==> config.mk <==
export PLATFORM = sky130hd
export DESIGN_NAME = cursor_controller_flat
export DESIGN_NICKNAME = d
export VERILOG_FILES = /design/src/rtl/cursor_controller_if.sv /design/src/rtl/cursor_controller.sv /design/src/flat_wrapper.sv
export SDC_FILE = /design/constraint.sdc
export NUM_CORES = 1
export LEC_CHECK = 0
export ABC_CLOCK_PERIOD_IN_PS = 6100
export CORE_MARGIN = 3
export CORE_UTILIZATION = 50
export CTS_CLUSTER_DIAMETER = 200
export DETAILED_ROUTE_END_ITERATION = 7
export DONT_BUFFER_PORTS = 1
export HOLD_SLACK_MARGIN = 0.1
export PLACE_DENSITY = 0.72
export SETUP_SLACK_MARGIN = 0.02
export SLEW_MARGIN = 20
export SYNTH_ARGS = -nofsm -noshare
export SYNTH_HDL_FRONTEND = slang
export SYNTH_SLANG_ARGS = --single-unit
==> constraint.sdc <==
create_clock -name Clk -period 6.1 [get_ports Clk]
set_clock_uncertainty 0.2 [all_clocks]
set_input_delay 0.915 -clock Clk [delete_from_list [all_inputs] [get_ports Clk]]
set_output_delay 0.915 -clock Clk [all_outputs]
set_load 0.03 [all_outputs]
==> src/rtl/cursor_controller_if.sv <==
// Selection handshake between the cursor controller (master) and whatever
// consumes chosen squares (slave).
interface cursor_controller_if;
   logic       sel_valid;
   logic       sel_ready;
   logic [2:0] sel_col;
   logic [2:0] sel_row;

   modport master (
      output sel_valid,
      output sel_col,
      output sel_row,
      input  sel_ready
   );

   modport slave (
      input  sel_valid,
      input  sel_col,
      input  sel_row,
      output sel_ready
   );
endinterface

==> src/rtl/cursor_controller.sv <==
// Keyboard-driven crosshair cursor over an 8x8 board with frame-paced
// auto-repeat and a valid/ready selection output.
module cursor_controller #(
   parameter logic [9:0] BOARD_X0     = 10'd80,
   parameter logic [9:0] SQUARE       = 10'd60,
   parameter logic [9:0] CURSOR_SIZE  = 10'd12,
   parameter int         REPEAT_DELAY = 20,
   parameter int         REPEAT_RATE  = 6
) (
   input  logic                       Clk,
   input  logic                       Reset_n,
   input  logic                       vsync,
   input  logic [7:0]                 keycode,
   cursor_controller_if.master        sel_bus,
   output logic [9:0]                 BallX,
   output logic [9:0]                 BallY,
   output logic [9:0]                 Ball_size,
   output logic [2:0]                 col,
   output logic [2:0]                 row
);

   localparam logic [7:0] KEY_UP    = 8'h1A;
   localparam logic [7:0] KEY_DOWN  = 8'h16;
   localparam logic [7:0] KEY_LEFT  = 8'h04;
   localparam logic [7:0] KEY_RIGHT = 8'h07;
   localparam logic [7:0] KEY_ENTER = 8'h28;

   localparam int CNT_MAX = (REPEAT_DELAY > REPEAT_RATE) ? REPEAT_DELAY : REPEAT_RATE;
   localparam int CNT_W   = (CNT_MAX < 1) ? 1 : $clog2(CNT_MAX + 1);
   localparam logic [CNT_W-1:0] DELAY_CNT = CNT_W'(REPEAT_DELAY);
   localparam logic [CNT_W-1:0] RATE_CNT  = CNT_W'(REPEAT_RATE);

   localparam logic [2:0] RST_COL = 3'd4;
   localparam logic [2:0] RST_ROW = 3'd7;
   localparam logic [9:0] HALF_SQ = SQUARE >> 1;
   localparam logic [9:0] RST_X   = BOARD_X0 + SQUARE * 10'd4 + HALF_SQ;
   localparam logic [9:0] RST_Y   = SQUARE * 10'd7 + HALF_SQ;

   typedef enum logic [1:0] {
      IDLE   = 2'd0,
      DELAY  = 2'd1,
      REPEAT = 2'd2
   } move_state_t;

   // vsync synchronizer and rising-edge detector
   logic vs_meta_reg, vs_sync_reg, vs_prev_reg;
   logic frame_tick;

   move_state_t      state_reg, state_next;
   logic [CNT_W-1:0] cnt_reg, cnt_next, cnt_inc;
   logic [7:0]       last_key_reg, last_key_next;
   logic [2:0]       col_reg, col_next, col_step;
   logic [2:0]       row_reg, row_next, row_step;
   logic [9:0]       ball_x_reg, ball_x_next;
   logic [9:0]       ball_y_reg, ball_y_next;
   logic             is_dir, do_step;

   logic             enter_prev_reg, enter_prev_next, enter_press;
   logic             sel_valid_reg, sel_valid_next;
   logic [2:0]       sel_col_reg, sel_col_next;
   logic [2:0]       sel_row_reg, sel_row_next;

   assign frame_tick = vs_sync_reg & ~vs_prev_reg;
   assign cnt_inc    = cnt_reg + CNT_W'(1);

   assign is_dir = (keycode == KEY_UP) || (keycode == KEY_DOWN) ||
                   (keycode == KEY_LEFT) || (keycode == KEY_RIGHT);

   // Candidate square one step in the key's direction, clamped at the edges
   always_comb begin
      col_step = col_reg;
      row_step = row_reg;
      case (keycode)
         KEY_UP:    if (row_reg != 3'd0) row_step = row_reg - 3'd1;
         KEY_DOWN:  if (row_reg != 3'd7) row_step = row_reg + 3'd1;
         KEY_LEFT:  if (col_reg != 3'd0) col_step = col_reg - 3'd1;
         KEY_RIGHT: if (col_reg != 3'd7) col_step = col_reg + 3'd1;
         default:   ;
      endcase
   end

   // Movement FSM: the press frame counts as 1, so the first repeat fires on
   // the frame after the counter has reached REPEAT_DELAY
   always_comb begin
      state_next    = state_reg;
      cnt_next      = cnt_reg;
      last_key_next = last_key_reg;
      do_step       = 1'b0;
      if (frame_tick) begin
         case (state_reg)
            IDLE: begin
               if (is_dir) begin
                  do_step       = 1'b1;
                  cnt_next      = CNT_W'(1);
                  last_key_next = keycode;
                  state_next    = DELAY;
               end
            end
            DELAY: begin
               if (!is_dir) begin
                  cnt_next   = '0;
                  state_next = IDLE;
               end else if (keycode != last_key_reg) begin
                  do_step       = 1'b1;
                  cnt_next      = CNT_W'(1);
                  last_key_next = keycode;
                  state_next    = DELAY;
               end else if (cnt_reg >= DELAY_CNT) begin
                  do_step    = 1'b1;
                  cnt_next   = '0;
                  state_next = REPEAT;
               end else begin
                  cnt_next = cnt_inc;
               end
            end
            REPEAT: begin
               if (!is_dir) begin
                  cnt_next   = '0;
                  state_next = IDLE;
               end else if (keycode != last_key_reg) begin
                  do_step       = 1'b1;
                  cnt_next      = CNT_W'(1);
                  last_key_next = keycode;
                  state_next    = DELAY;
               end else if (cnt_inc >= RATE_CNT) begin
                  do_step  = 1'b1;
                  cnt_next = '0;
               end else begin
                  cnt_next = cnt_inc;
               end
            end
            default: begin
               cnt_next   = '0;
               state_next = IDLE;
            end
         endcase
      end
   end

   // Pixel position tracks the next square so it lands on the same edge
   always_comb begin
      col_next    = do_step ? col_step : col_reg;
      row_next    = do_step ? row_step : row_reg;
      ball_x_next = BOARD_X0 + SQUARE * {7'd0, col_next} + HALF_SQ;
      ball_y_next = SQUARE * {7'd0, row_next} + HALF_SQ;
   end

   // Selection: a new press may reload on the very edge the consumer accepts
   always_comb begin
      enter_prev_next = enter_prev_reg;
      enter_press     = 1'b0;
      sel_valid_next  = sel_valid_reg;
      sel_col_next    = sel_col_reg;
      sel_row_next    = sel_row_reg;
      if (frame_tick) begin
         enter_prev_next = (keycode == KEY_ENTER);
         enter_press     = (keycode == KEY_ENTER) && !enter_prev_reg;
      end
      if (enter_press && (!sel_valid_reg || sel_bus.sel_ready)) begin
         sel_valid_next = 1'b1;
         sel_col_next   = col_reg;
         sel_row_next   = row_reg;
      end else if (sel_valid_reg && sel_bus.sel_ready) begin
         sel_valid_next = 1'b0;
      end
   end

   always_ff @(posedge Clk or negedge Reset_n) begin
      if (!Reset_n) begin
         vs_meta_reg    <= 1'b0;
         vs_sync_reg    <= 1'b0;
         vs_prev_reg    <= 1'b0;
         state_reg      <= IDLE;
         cnt_reg        <= '0;
         last_key_reg   <= 8'h00;
         col_reg        <= RST_COL;
         row_reg        <= RST_ROW;
         ball_x_reg     <= RST_X;
         ball_y_reg     <= RST_Y;
         enter_prev_reg <= 1'b0;
         sel_valid_reg  <= 1'b0;
         sel_col_reg    <= 3'd0;
         sel_row_reg    <= 3'd0;
      end else begin
         vs_meta_reg    <= vsync;
         vs_sync_reg    <= vs_meta_reg;
         vs_prev_reg    <= vs_sync_reg;
         state_reg      <= state_next;
         cnt_reg        <= cnt_next;
         last_key_reg   <= last_key_next;
         col_reg        <= col_next;
         row_reg        <= row_next;
         ball_x_reg     <= ball_x_next;
         ball_y_reg     <= ball_y_next;
         enter_prev_reg <= enter_prev_next;
         sel_valid_reg  <= sel_valid_next;
         sel_col_reg    <= sel_col_next;
         sel_row_reg    <= sel_row_next;
      end
   end

   assign col               = col_reg;
   assign row               = row_reg;
   assign BallX             = ball_x_reg;
   assign BallY             = ball_y_reg;
   assign Ball_size         = CURSOR_SIZE;
   assign sel_bus.sel_valid = sel_valid_reg;
   assign sel_bus.sel_col   = sel_col_reg;
   assign sel_bus.sel_row   = sel_row_reg;

endmodule

==> src/flat_wrapper.sv <==
// flat-port wrapper written by rule: the top's interface ports become plain ports
module cursor_controller_flat 
#(
   parameter logic [9:0] BOARD_X0     = 10'd80,
   parameter logic [9:0] SQUARE       = 10'd60,
   parameter logic [9:0] CURSOR_SIZE  = 10'd12,
   parameter int         REPEAT_DELAY = 20,
   parameter int         REPEAT_RATE  = 6
)
  (Clk, Reset_n, vsync, keycode, BallX, BallY, Ball_size, col, row, sel_bus_sel_valid, sel_bus_sel_col, sel_bus_sel_row, sel_bus_sel_ready);
  cursor_controller_if sel_bus_i ();
  input  logic Clk;
  input  logic Reset_n;
  input  logic vsync;
  input  logic [7:0] keycode;
  output logic [9:0] BallX;
  output logic [9:0] BallY;
  output logic [9:0] Ball_size;
  output logic [2:0] col;
  output logic [2:0] row;
  output wire logic [$bits(sel_bus_i.sel_valid)-1:0] sel_bus_sel_valid;
  output wire logic [$bits(sel_bus_i.sel_col)-1:0] sel_bus_sel_col;
  output wire logic [$bits(sel_bus_i.sel_row)-1:0] sel_bus_sel_row;
  input wire logic [$bits(sel_bus_i.sel_ready)-1:0] sel_bus_sel_ready;
  assign sel_bus_sel_valid = sel_bus_i.sel_valid;
  assign sel_bus_sel_col = sel_bus_i.sel_col;
  assign sel_bus_sel_row = sel_bus_i.sel_row;
  assign sel_bus_i.sel_ready = sel_bus_sel_ready;
  cursor_controller #(.BOARD_X0(BOARD_X0), .SQUARE(SQUARE), .CURSOR_SIZE(CURSOR_SIZE), .REPEAT_DELAY(REPEAT_DELAY), .REPEAT_RATE(REPEAT_RATE)) u_core (.Clk(Clk), .Reset_n(Reset_n), .vsync(vsync), .keycode(keycode), .sel_bus(sel_bus_i), .BallX(BallX), .BallY(BallY), .Ball_size(Ball_size), .col(col), .row(row));
endmodule
Word-level counts from Yosys, hierarchy flattened:

Cells that the tools add are included.

* $mul: 2
* equality and inequality tests: 15
* order comparisons: 2
* reductions and logical operators: 18
* mux-type cells: 39
* add/subtract/negate cells: 8
* bitwise operators: 2

Operators with widths (number)
* 5-bit 2-to-1 mux: 7
* 8-bit 2-to-1 mux: 3
* 3-bit 2-to-1 mux: 6
* 8-bit by 3-bit == test with 1-bit output (second input constant): 2
* 8-bit by 5-bit == test with 1-bit output (second input constant): 2
* 8-bit case mux with 2 select lines: 1
* 5-bit case mux with 3 select lines: 1
* 4-bit by 3-bit multiplier with 7-bit output (first input constant): 2
* 2-bit 2-to-1 mux: 6
* 3-bit case mux with 2 select lines: 2
* 1-bit 2-to-1 mux: 11
* 10-bit by 5-bit adder with 10-bit output (second input constant): 1
* 7-bit by 9-bit adder with 10-bit output (first input constant): 1
* 9-bit by 5-bit adder with 10-bit output (second input constant): 1
* 3-bit inequality test (second input constant): 3
* 8-bit by 6-bit == test with 1-bit output (second input constant): 1
* 8-bit inequality test: 1
* 3-bit by 1-bit adder with 3-bit output (second input constant): 2
* 2-bit by 1-bit inequality test with 1-bit output (second input constant): 3
* 2-bit case mux with 3 select lines: 1
* 3-bit nonzero test: 2
* 3-bit by 1-bit subtractor with 3-bit output (second input constant): 2
* 5-bit by 1-bit adder with 5-bit output (second input constant): 1
* 5-bit by 3-bit greater-or-equal comparator with 1-bit output (second input constant): 1
* other kinds (16): 23

* output and inout port bits: 43
* word-level logic and storage cells: 100
* flip-flop bits (word level): 52
* bits of input ports: 12

Logic depth before layout (Yosys ltp):

Gate-level depths: netlist (run 1).

* depth in word-level cells: 11
* depth in mapped cells: 21
* mapped depth without buffers: 20

Least setup slack after synthesis (run 1):

No wires, ideal clock.

* path type: input -> register
* start: input keycode[1]
* end: register u_core.ball_x_reg[8] (netlist: u_core.BallX[8])
* setup time: 86 ps
* slack: 1085 ps
* cell stages on the path: 19
* arrival time: 4729 ps
* data required time: 5814 ps
* path buffers: 1
* cells stage by stage: clkbuf_1 -> xor2_1 -> nor4_1 -> and3b_1 -> and2_1 -> o41ai_4 -> or2_2 -> ha_1 -> ha_1 -> ha_1 -> inv_1 -> fa_1 -> xor2_1 -> nand2_1 -> a21oi_1 -> nor2_1 -> nand3_1 -> mux2i_1 -> a2111o_1

* longest elaborated chain between the ends: 11
* elaborated cells on any way between the ends: 20
* those cells by class: add/sub (2); mul (1); eq/ne (5); mux (9); reduce/logical (3)

Ends and longest elaborated chain
* start, declared: RTL line flat_wrapper.sv:15 `input logic [7:0] keycode;`
* 8-bit by 5-bit == test with 1-bit output: RTL line cursor_controller.sv:66 `assign is_dir = (keycode == KEY_UP) || (keycode == KEY_DOWN) ||`
* 1-bit logical OR (2 in a row): RTL line cursor_controller.sv:66
* 1-bit logical OR: RTL line cursor_controller.sv:67 `(keycode == KEY_LEFT) || (keycode == KEY_RIGHT);`
* 1-bit 2-to-1 mux, on equally long branches: RTL line cursor_controller.sv:117, cursor_controller.sv:92, cursor_controller.sv:100
* 1-bit case mux with 3 select lines: RTL line cursor_controller.sv:90 `case (state_reg)`
* 1-bit 2-to-1 mux: RTL line cursor_controller.sv:89 `if (frame_tick) begin`
* 3-bit 2-to-1 mux (*): RTL line cursor_controller.sv:142 `col_next = do_step ? col_step : col_reg;`
* net u_core.col_next[1]: RTL line cursor_controller.sv:52 `logic [2:0] col_reg, col_next, col_step;`
* 4-bit by 3-bit multiplier with 7-bit output (*): RTL line cursor_controller.sv:144 `ball_x_next = BOARD_X0 + SQUARE * {7'd0, col_next} + HALF_SQ;`
* 7-bit by 9-bit adder with 10-bit output (*): RTL line cursor_controller.sv:144
* 10-bit by 5-bit adder with 10-bit output (*): RTL line cursor_controller.sv:144
* net u_core.ball_x_next[8]: RTL line cursor_controller.sv:54 `logic [9:0] ball_x_reg, ball_x_next;`
* end signal, assigned: RTL line cursor_controller.sv:193 `ball_x_reg <= ball_x_next;`
* end, declared: RTL line cursor_controller.sv:54

The timed path passes the listed nets; every way through them passes the cells marked *.
A chain may end at the register's enable or synchronous reset.

Worst setup path in the final report (run 1):

* start: register u_core.state_reg[0]
* end: register u_core.ball_x_reg[8] (netlist: u_core.BallX[8])

* longest elaborated chain between the ends: 7
* elaborated cells on any way between the ends: 9
* those cells by class: add/sub (2); mul (1); eq/ne (2); mux (3); reduce/logical (1)

Ends and longest elaborated chain
* start, declared: RTL line cursor_controller.sv:49 `move_state_t state_reg, state_next;`
* start signal, assigned: RTL line cursor_controller.sv:188 `state_reg <= state_next;`
* 2-bit == test, or another cell as far along: RTL line cursor_controller.sv:90
* 1-bit case mux with 3 select lines (*): RTL line cursor_controller.sv:90
* 1-bit 2-to-1 mux (*): RTL line cursor_controller.sv:89
* 3-bit 2-to-1 mux (*): RTL line cursor_controller.sv:142
* net u_core.col_next[1]: RTL line cursor_controller.sv:52
* 4-bit by 3-bit multiplier with 7-bit output (*): RTL line cursor_controller.sv:144
* 7-bit by 9-bit adder with 10-bit output (*): RTL line cursor_controller.sv:144
* 10-bit by 5-bit adder with 10-bit output (*): RTL line cursor_controller.sv:144
* net u_core.ball_x_next[8]: RTL line cursor_controller.sv:54

Marked as above.

==> summary.txt, run 1 <==
status - completed
Vias - 2129
slowest stage delay, CP - 490 ps
DP Wirelength - 4540 microns
Non-Filler Instances - 392
Pins Over Slew Limit - 0
CTS Root Cell - clkbuf_8
element type at the critical path end - register
Initial Util - 0.522
Die Span Y - 85.1 microns
Final setup viols - 0
Slowest cell on crit path - or4_4
footprint of the multi-input gates - 1730 sq um
yosys warns - 0
pin count of the biggest net entering global routing - 37
routability congestion estimate from global placement - 0.838
Final nets - 359
post-synth top area share - 0.288
met1 wire length - 2610 microns
Yosys reg bits - 47
critical path fanouts, max - 5
FF-to-FF setup slack - 1050 ps
most frequent CP cell - ha_1
max cap viols - 0
Clock Sinks - 47
Min-Delay Startpoint - u_core.vs_meta_reg
worst reg2reg endpoint - u_core.BallX[8]
mapped cell area - 3130 sq um
Top Layer Used - met4
TritonCTS buffer count - 5
area delta synth->final - 3.16%
R2R depth - 20
worst vdd ir - 256 uV
Core ar. - 5990 sq um
Area contributors post-synth - dfrtp_1 (29%), ha_1 (11%), dfstp_2 (9.2%), xor2_1 (3.6%), buf_4 (3.6%)
vias per std cell - 5.43
IO buf count - 0
# IOs - 55
Cells after Synth - 319
GRT Total Usage - 0.176
die width - 85.1 microns
P_leak - 1.44 nW
CTS tree - built
number of enable flip-flop cells after synthesis - 0
Synth top cells by count - dfrtp_1 (36), ha_1 (27), inv_1 (26), nand2_1 (26), o21ai_0 (18)
Routed WL - 5960 microns
crit path launch type - register
drt drc - 0
critical path class - reg2reg
Row Count - 28
Placed Cells incl. Taps - 383
worst r2r src - u_core.state_reg[0]
Synth async-reset ratio - 1.00
Wirelength per Cell - 15.2 microns
Worst-Margin Slew - 709 ps
layout cells sized above 1 - 0.126
met2 WL - 2860 microns
ANT cells - 0
router iterations before antenna repair - 4
hold depth - 0
critical-path cell list - inv_1 -> ha_1 -> nor2_1 -> or3_1 -> or4_4 -> a21oi_4 -> mux2i_2 -> or2_2 -> ha_1 -> ha_1 -> ha_1 -> inv_1 -> fa_1 -> xor2_1 -> nand2_1 -> a21oi_1 -> nor2_1 -> nand3_1 -> mux2i_1 -> a2111o_1
H-tree depth - 2
final worst setup slack - 1050 ps
Syn Area/Cell - 9.80 sq um
Worst-Skew Late Latency - 300 ps
Final min period - 5050 ps
first-pass GRT wire length - 10300 microns
hold endpoint - u_core.vs_sync_reg
FF/Latch Area - 1190 sq um
initial antenna violation count - 0
WP data required - 6140 ps
Fmax - 0.198 GHz
Synth Flop Type - dfrtp_1
WL met3 - 368 microns
Power per Cell Area - 253 nW/um^2
Final Hold Fails - 0
area leader, netlist - dfrtp_1
post-synth cell types - 55
CTS clk-pin slew, worst paths - 90 ps
Setup WS pre-CTS - 816 ps
remaining global-route overflow - 0
vias in the first global route - 2176
Critical Path AT - 5080 ps
Slew HR - 0.527
register area share after synthesis - 0.381
number of routed nets with antenna violations - 0
most common cell in the netlist - dfrtp_1
total negative slack - 0 ps
clk buf depth - 2
post-CTS setup buffer count - 0
post-route clock period utilization - 0.828
final-layout fill cell count - 528
RSZ-0062 raised after global routing - no
Worst Hold Class - reg2reg
violation count after the first detailed-route iteration - 52
DIE AREA - 7240 sq um
## critical path: cells and delay by family, from the launching register on
| kind | cells | cell delay (ps) |
|---|---|---|
| multiplexers | 2 | 470 |
| AO/OA/AOI/OAI | 3 | 750 |
| AND/OR/NAND/NOR | 7 | 1420 |
| buffers and inverters | 2 | 150 |
| flip-flops | 1 | 410 |
| XOR/XNOR | 1 | 140 |
| adder cells (fa/ha/maj) | 5 | 1440 |
## cells in the final DEF (no fill, tap or decap), types with 7 or more instances in the layout
cell / netlist / final
nand3_1: 7 / 7
inv_1: 26 / 26
dfrtp_1: 36 / 36
ha_1: 27 / 27
conb_1: 2 / 14
dfstp_2: 11 / 11
xnor2_1: 11 / 11
a21oi_1: 16 / 16
nor2_1: 13 / 13
o21ai_0: 18 / 18
nand2_1: 26 / 26
xor2_1: 13 / 13
## per-layer routing
layer	up-vias	GRT usage
met4	0	0.0691
met1	1007	0.220
met5	-	0
met2	54	0.290
met3	11	0.0466
li1	1057	-
## how the worst max path moves through the flow
stage | startpoint | end | slack, ps | depth (start not counted)
2_1_floorplan | keycode[1] | u_core.BallX[8] | 1090 | 19
3_3_place_gp | keycode[4] | u_core.BallX[8] | 980 | 17
3_5_place_dp | keycode[4] | u_core.BallX[8] | 820 | 17
4_1_cts | u_core.state_reg[0] | u_core.BallX[8] | 1070 | 20
5_1_grt | u_core.state_reg[0] | u_core.BallX[8] | 790 | 20
6_report | u_core.state_reg[0] | u_core.BallX[8] | 1050 | 20
## power by group
group,total [mW],leakage [nW],internal (mW),switching [mW]
clock network,0.195,0.0485,0.0823,0.112
registers,0.424,0.588,0.355,0.0685
logic,0.198,0.805,0.0821,0.115
## cell type report
class | count | share of cell area
Multi-Input combinational cell | 235 | 0.537
Clock inverter | 3 | 0.00698
Timing Repair Buffer | 1 | 0.00621
Clock buffer | 5 | 0.0213
Inverter | 26 | 0.0303
Sequential cell | 47 | 0.369
Tap cell | 75 | 0.0291
## kinds of logic after synthesis
logic type                 after synthesis  synth area share
and+or+nand+nor                         92             0.158
AOI/OAI and AO/OA                       65             0.146
buffers and inverters                   49            0.0797
DFF                                     47             0.381
adders and majority gates               31             0.134
xor gates and xnor gates                24            0.0673
muxes                                    9            0.0324
other                                    2           0.00240
## stage by stage
stage / util / total power, mW / cell area, sq um / hold slack, ps
finish: 0.538 / 0.816 / 3220 / 170
global route: 0.538 / 0.866 / 3220 / 181
CTS: 0.538 / 0.824 / 3220 / 176
detailed placement: 0.520 / 0.622 / 3110 / 147
global placement: 0.520 / 0.616 / 3110 / 137
floorplan: - / 0.597 / 3170 / 131
## timing repair
item                                   CTS  global route
endpoints found under the hold margin   36             0
gates resized for setup                  0             0
hold buffers                             1             0
No activity file was read; power rests on OpenSTA's default activity.
==> run 2: changes to the inputs <==
- ABC_AREA: default -> 1
- ABC_CLOCK_PERIOD_IN_PS: 6100 -> 4400
- PLACE_DENSITY: 0.72 -> 0.75
- clock period: 6.1 -> 4.4 ns (I/O delays scaled with it)
==> summary.txt, run 2 <==
register area share after synthesis - 0.358
slowest stage delay, CP - 470 ps
GRT Total Usage - 0.170
area leader, netlist - dfrtp_1
Slowest cell on crit path - fa_1
Vias - 2507
initial antenna violation count - 0
Syn Area/Cell - 7.91 sq um
number of routed nets with antenna violations - 0
number of enable flip-flop cells after synthesis - 0
Core ar. - 6390 sq um
Setup WS pre-CTS - 251 ps
Final min period - 4110 ps
Synth top cells by count - nand2_1 (94), inv_1 (71), dfrtp_1 (36)
remaining global-route overflow - 0
post-synth cell types - 40
footprint of the multi-input gates - 1780 sq um
FF/Latch Area - 1190 sq um
vias per std cell - 4.94
WP data required - 4440 ps
Final nets - 473
# IOs - 55
router iterations before antenna repair - 5
routability congestion estimate from global placement - 0.899
Critical Path AT - 4150 ps
yosys warns - 0
P_leak - 1.78 nW
Area contributors post-synth - dfrtp_1 (27%), nand2_1 (11%), ha_1 (10%), dfstp_2 (8.7%), inv_1 (8.0%)
critical path class - reg2reg
first-pass GRT wire length - 10500 microns
TritonCTS buffer count - 5
DP Wirelength - 4720 microns
clk buf depth - 2
worst vdd ir - 194 uV
violation count after the first detailed-route iteration - 90
area delta synth->final - 6.52%
final worst setup slack - 290 ps
max cap viols - 0
Yosys reg bits - 47
Row Count - 29
CTS clk-pin slew, worst paths - 100 ps
critical-path cell list - ha_1 -> or2_1 -> nand3_1 -> nand3_1 -> nand2_1 -> nand3_4 -> nand3_1 -> nand2_1 -> nand2_4 -> inv_1 -> ha_1 -> ha_4 -> ha_1 -> inv_1 -> fa_1 -> inv_1 -> nor2_1 -> inv_1 -> nor3_1 -> nand3_1 -> nand2_1 -> nand2_1 -> nor2_1
commonest cells after routing, fill and taps aside - nand2_1 (94), inv_1 (71), dfrtp_1 (35)
CTS tree - built
H-tree depth - 2
most common cell after layout, fill and taps aside - nand2_1
Fmax - 0.243 GHz
post-route clock period utilization - 0.934
DIE AREA - 7660 sq um
vias in the first global route - 2385
Die Span Y - 87.5 microns
final-layout fill cell count - 581
post-synth top area share - 0.271
status - completed
Final setup viols - 0
Worst-Skew Late Latency - 310 ps
CTS Root Cell - clkbuf_8
Worst Hold Class - reg2reg
layout cells sized above 1 - 0.144
Pins Over Slew Limit - 0
most common cell in the netlist - nand2_1
mapped cell area - 3320 sq um
Cells after Synth - 420
element type at the critical path end - register
die width - 87.5 microns
Clock Sinks - 47
Worst Path Buf+Inv - 4
cell family with most CP delay - simple AND/OR/NAND/NOR gates
IO buf count - 0
ANT cells - 0
Synth Flop Type - dfrtp_1
Routed WL - 6080 microns
Initial Util - 0.520
Final Hold Fails - 0
Area after DPL - 3380 sq um
drt drc - 0
critical path fanouts, max - 6
Final Cell Area - 3540 sq um
Synth async-reset ratio - 1.00
Power per Cell Area - 290 nW/um^2
Wirelength per Cell - 12.0 microns
pin count of the biggest net entering global routing - 48
crit path launch type - register
run 2: power breakdown:
group / internal, mW / switching, mW / leakage [nW]
logic: 0.0780 / 0.148 / 1.16
registers: 0.480 / 0.0366 / 0.568
clock network: 0.120 / 0.163 / 0.0511
run 2: layout make-up:
cell class,count,share of cell area
clock inverters,3,0.00814
repair buffers,8,0.0233
multi-input cells,290,0.502
flip-flops and latches,47,0.337
inverters,78,0.0828
well taps,77,0.0272
clock buffers,5,0.0195
run 2: metal layers:
metal | global-route usage | part of all wire | vias to the layer above
met3 | 0.0530 | 0.064 | 7
met1 | 0.225 | 0.47 | 1138
met2 | 0.274 | 0.46 | 56
met4 | 0.0377 | 0.0089 | 0
li1 | - | - | 1306
met5 | 0 | 0 | -
run 2: logic make-up (layout without fill, tap and decap cells):
family	count (synthesis)	count (layout)	synth area share
compound gates	55	55	0.0987
xor+xnor	11	11	0.0313
fa+ha+maj	31	31	0.126
buf+inv	95	94	0.125
flops	47	47	0.358
other cells	2	14	0.00226
simple gates	179	179	0.258
run 2: path summary, 6_finish.rpt:
check	start	endpoint	slack, ps	cells past startpoint
max reg2reg	u_core.cnt_reg[0]	u_core.BallX[9]	290	23
max in group asynchronous	Reset_n	u_core.BallX[4]	3070	2
min	u_core.vs_meta_reg	u_core.vs_sync_reg	160	0
min reg2reg	u_core.vs_meta_reg	u_core.vs_sync_reg	160	0
max	u_core.cnt_reg[0]	u_core.BallX[9]	290	23
min in group asynchronous	Reset_n	u_core.last_key_reg[6]	640	2
run 2: metrics by stage:
stage / TNS (ps) / util / power [mW] / instances / hold slack (ps)
2_1_floorplan: 0 / - / 0.705 / 432 / 131
3_3_place_gp: 0 / 0.529 / 0.723 / 497 / 139
3_5_place_dp: 0 / 0.529 / 0.733 / 497 / 136
4_1_cts: 0 / 0.550 / 1.03 / 507 / 155
5_1_grt: -1.35 / 0.554 / 1.11 / 508 / 136
6_report: 0 / 0.554 / 1.03 / 508 / 158
run 2: timing repair:
item | CTS | global route
hold buffers | 2 | 0
setup buffers | 0 | 1
endpoints found under the setup margin | 0 | 3
gates resized for setup | 0 | 3
endpoints found under the hold margin | 47 | 0
==> run 3: changes to the inputs <==
- CELL_PAD_IN_SITES_DETAIL_PLACEMENT: default -> 0
- CELL_PAD_IN_SITES_GLOBAL_PLACEMENT: default -> 1
- CORE_UTILIZATION: 50 -> 43
- PLACE_DENSITY: 0.75 -> 0.84
==> summary.txt, run 3 (same netlist as run 2, synthesis figures left out) <==
Pins Over Slew Limit - 0
GRT Total Usage - 0.165
pin count of the biggest net entering global routing - 48
drt drc - 0
Initial Util - 0.451
met2 WL - 3160 microns
layout cells sized above 1 - 0.151
H-tree depth - 2
R2R depth - 23
Final min period - 4050 ps
CTS clk-pin slew, worst paths - 100 ps
CTS tree - built
clk buf depth - 2
status - completed
Min-Delay Startpoint - vsync
Clock Sinks - 47
area delta synth->final - 8.36%
router iterations before antenna repair - 4
first-pass GRT wire length - 11700 microns
TritonCTS buffer count - 5
Area after DPL - 3410 sq um
die width - 93.9 microns
Fmax - 0.247 GHz
Power per Cell Area - 298 nW/um^2
vias per std cell - 4.80
Placed Cells incl. Taps - 520
Final nets - 473
Core ar. - 7370 sq um
Worst-Skew Late Latency - 310 ps
WP data required - 4440 ps
met1 wire length - 3040 microns
fin util - 0.488
worst r2r src - u_core.cnt_reg[0]
Worst Hold Class - in2reg
violation count after the first detailed-route iteration - 98
critical-path cell list - ha_1 -> or2_1 -> nand3_1 -> nand3_1 -> nand2_1 -> nand3_4 -> nand3_1 -> nand2_1 -> nand2_2 -> inv_2 -> ha_4 -> ha_4 -> ha_1 -> inv_1 -> fa_1 -> inv_1 -> nor2_1 -> inv_1 -> nor3_1 -> nand3_1 -> nand2_1 -> nand2_1 -> nor2_1
WL met3 - 327 microns
Vias - 2546
cell family with most CP delay - simple AND/OR/NAND/NOR gates
Final Hold Fails - 0
final worst setup slack - 350 ps
Final setup viols - 0
IO buf count - 0
Setup WS pre-CTS - 188 ps
critical path class - reg2reg
remaining global-route overflow - 0
initial antenna violation count - 0
max cap viols - 0
Routed WL - 6610 microns
Critical Path AT - 4090 ps
Worst Path Buf+Inv - 4
RSZ-0062 raised after global routing - no
Hold Slack - 168 ps
Die Span Y - 93.9 microns
crit path launch type - register
number of routed nets with antenna violations - 0
DP Wirelength - 5050 microns
hold endpoint - u_core.vs_meta_reg
worst reg2reg endpoint - u_core.BallX[9]
routability congestion estimate from global placement - 0.812
CTS Root Cell - clkbuf_8
Row Count - 31
vias in the first global route - 2570
total negative slack - 0 ps
post-route clock period utilization - 0.920
ANT cells - 0
Wirelength per Cell - 12.5 microns
final-layout fill cell count - 749
# IOs - 55
Top Layer Used - met4
Final Cell Area - 3600 sq um
critical path fanouts, max - 7
P_leak - 1.79 nW
element type at the critical path end - register
FF-to-FF setup slack - 350 ps
Non-Filler Instances - 530
commonest cells after routing, fill and taps aside - nand2_1 (94), inv_1 (70), dfrtp_1 (35)
most common cell after layout, fill and taps aside - nand2_1
hold depth - 0
overall power - 1.07 mW
slowest stage delay, CP - 480 ps
DIE AREA - 8810 sq um
worst vdd ir - 153 uV
Slowest cell on crit path - fa_1
[run 3: cell count changes in the layout (fill, tap and decap cells not counted), sizes merged]
cell / previous run / this run
inv: 80 / 78
bufinv: 0 / 1
clkinv: 1 / 2
[run 3: layout make-up]
type                    count  area, sq um  share of cell area
multi-input cells         290         1790               0.498
flip-flops and latches     47         1190               0.331
inverters                  78          293              0.0814
well taps                  99          124              0.0344
repair buffers              8         82.6              0.0229
clock buffers               5         68.8              0.0191
clock inverters             3         47.5              0.0132
[run 3: metal layers]
layer	global-route usage	up-vias
met4	0.0433	0
met2	0.278	55
li1	-	1316
met3	0.0361	6
met5	0	-
met1	0.213	1169
[run 3: what timing repair did]
item | CTS | global route
resized for setup | 0 | 5
endpoints found under the setup margin | 0 | 5
hold endpoints to repair | 47 | 0
buffers inserted | 0 | 0
hold buffers | 2 | 0
[run 3: power breakdown]
| group | switching, mW | internal (mW) |
|---|---|---|
| Combinational | 0.146 | 0.0733 |
| Sequential | 0.0387 | 0.481 |
| Clock | 0.162 | 0.172 |
| Total | 0.347 | 0.726 |
[run 3: worst max-delay path by stage]
stage	cells past startpoint	slack, ps	to	from
3_5_place_dp	23	190	u_core.BallX[9]	keycode[7]
5_1_grt	23	30	u_core.BallX[7]	u_core.cnt_reg[0]
2_1_floorplan	19	490	u_core.BallY[7]	u_core.cnt_reg[0]
3_3_place_gp	23	350	u_core.BallX[9]	keycode[7]
4_1_cts	25	150	u_core.BallX[9]	u_core.cnt_reg[0]
6_report	23	350	u_core.BallX[9]	u_core.cnt_reg[0]
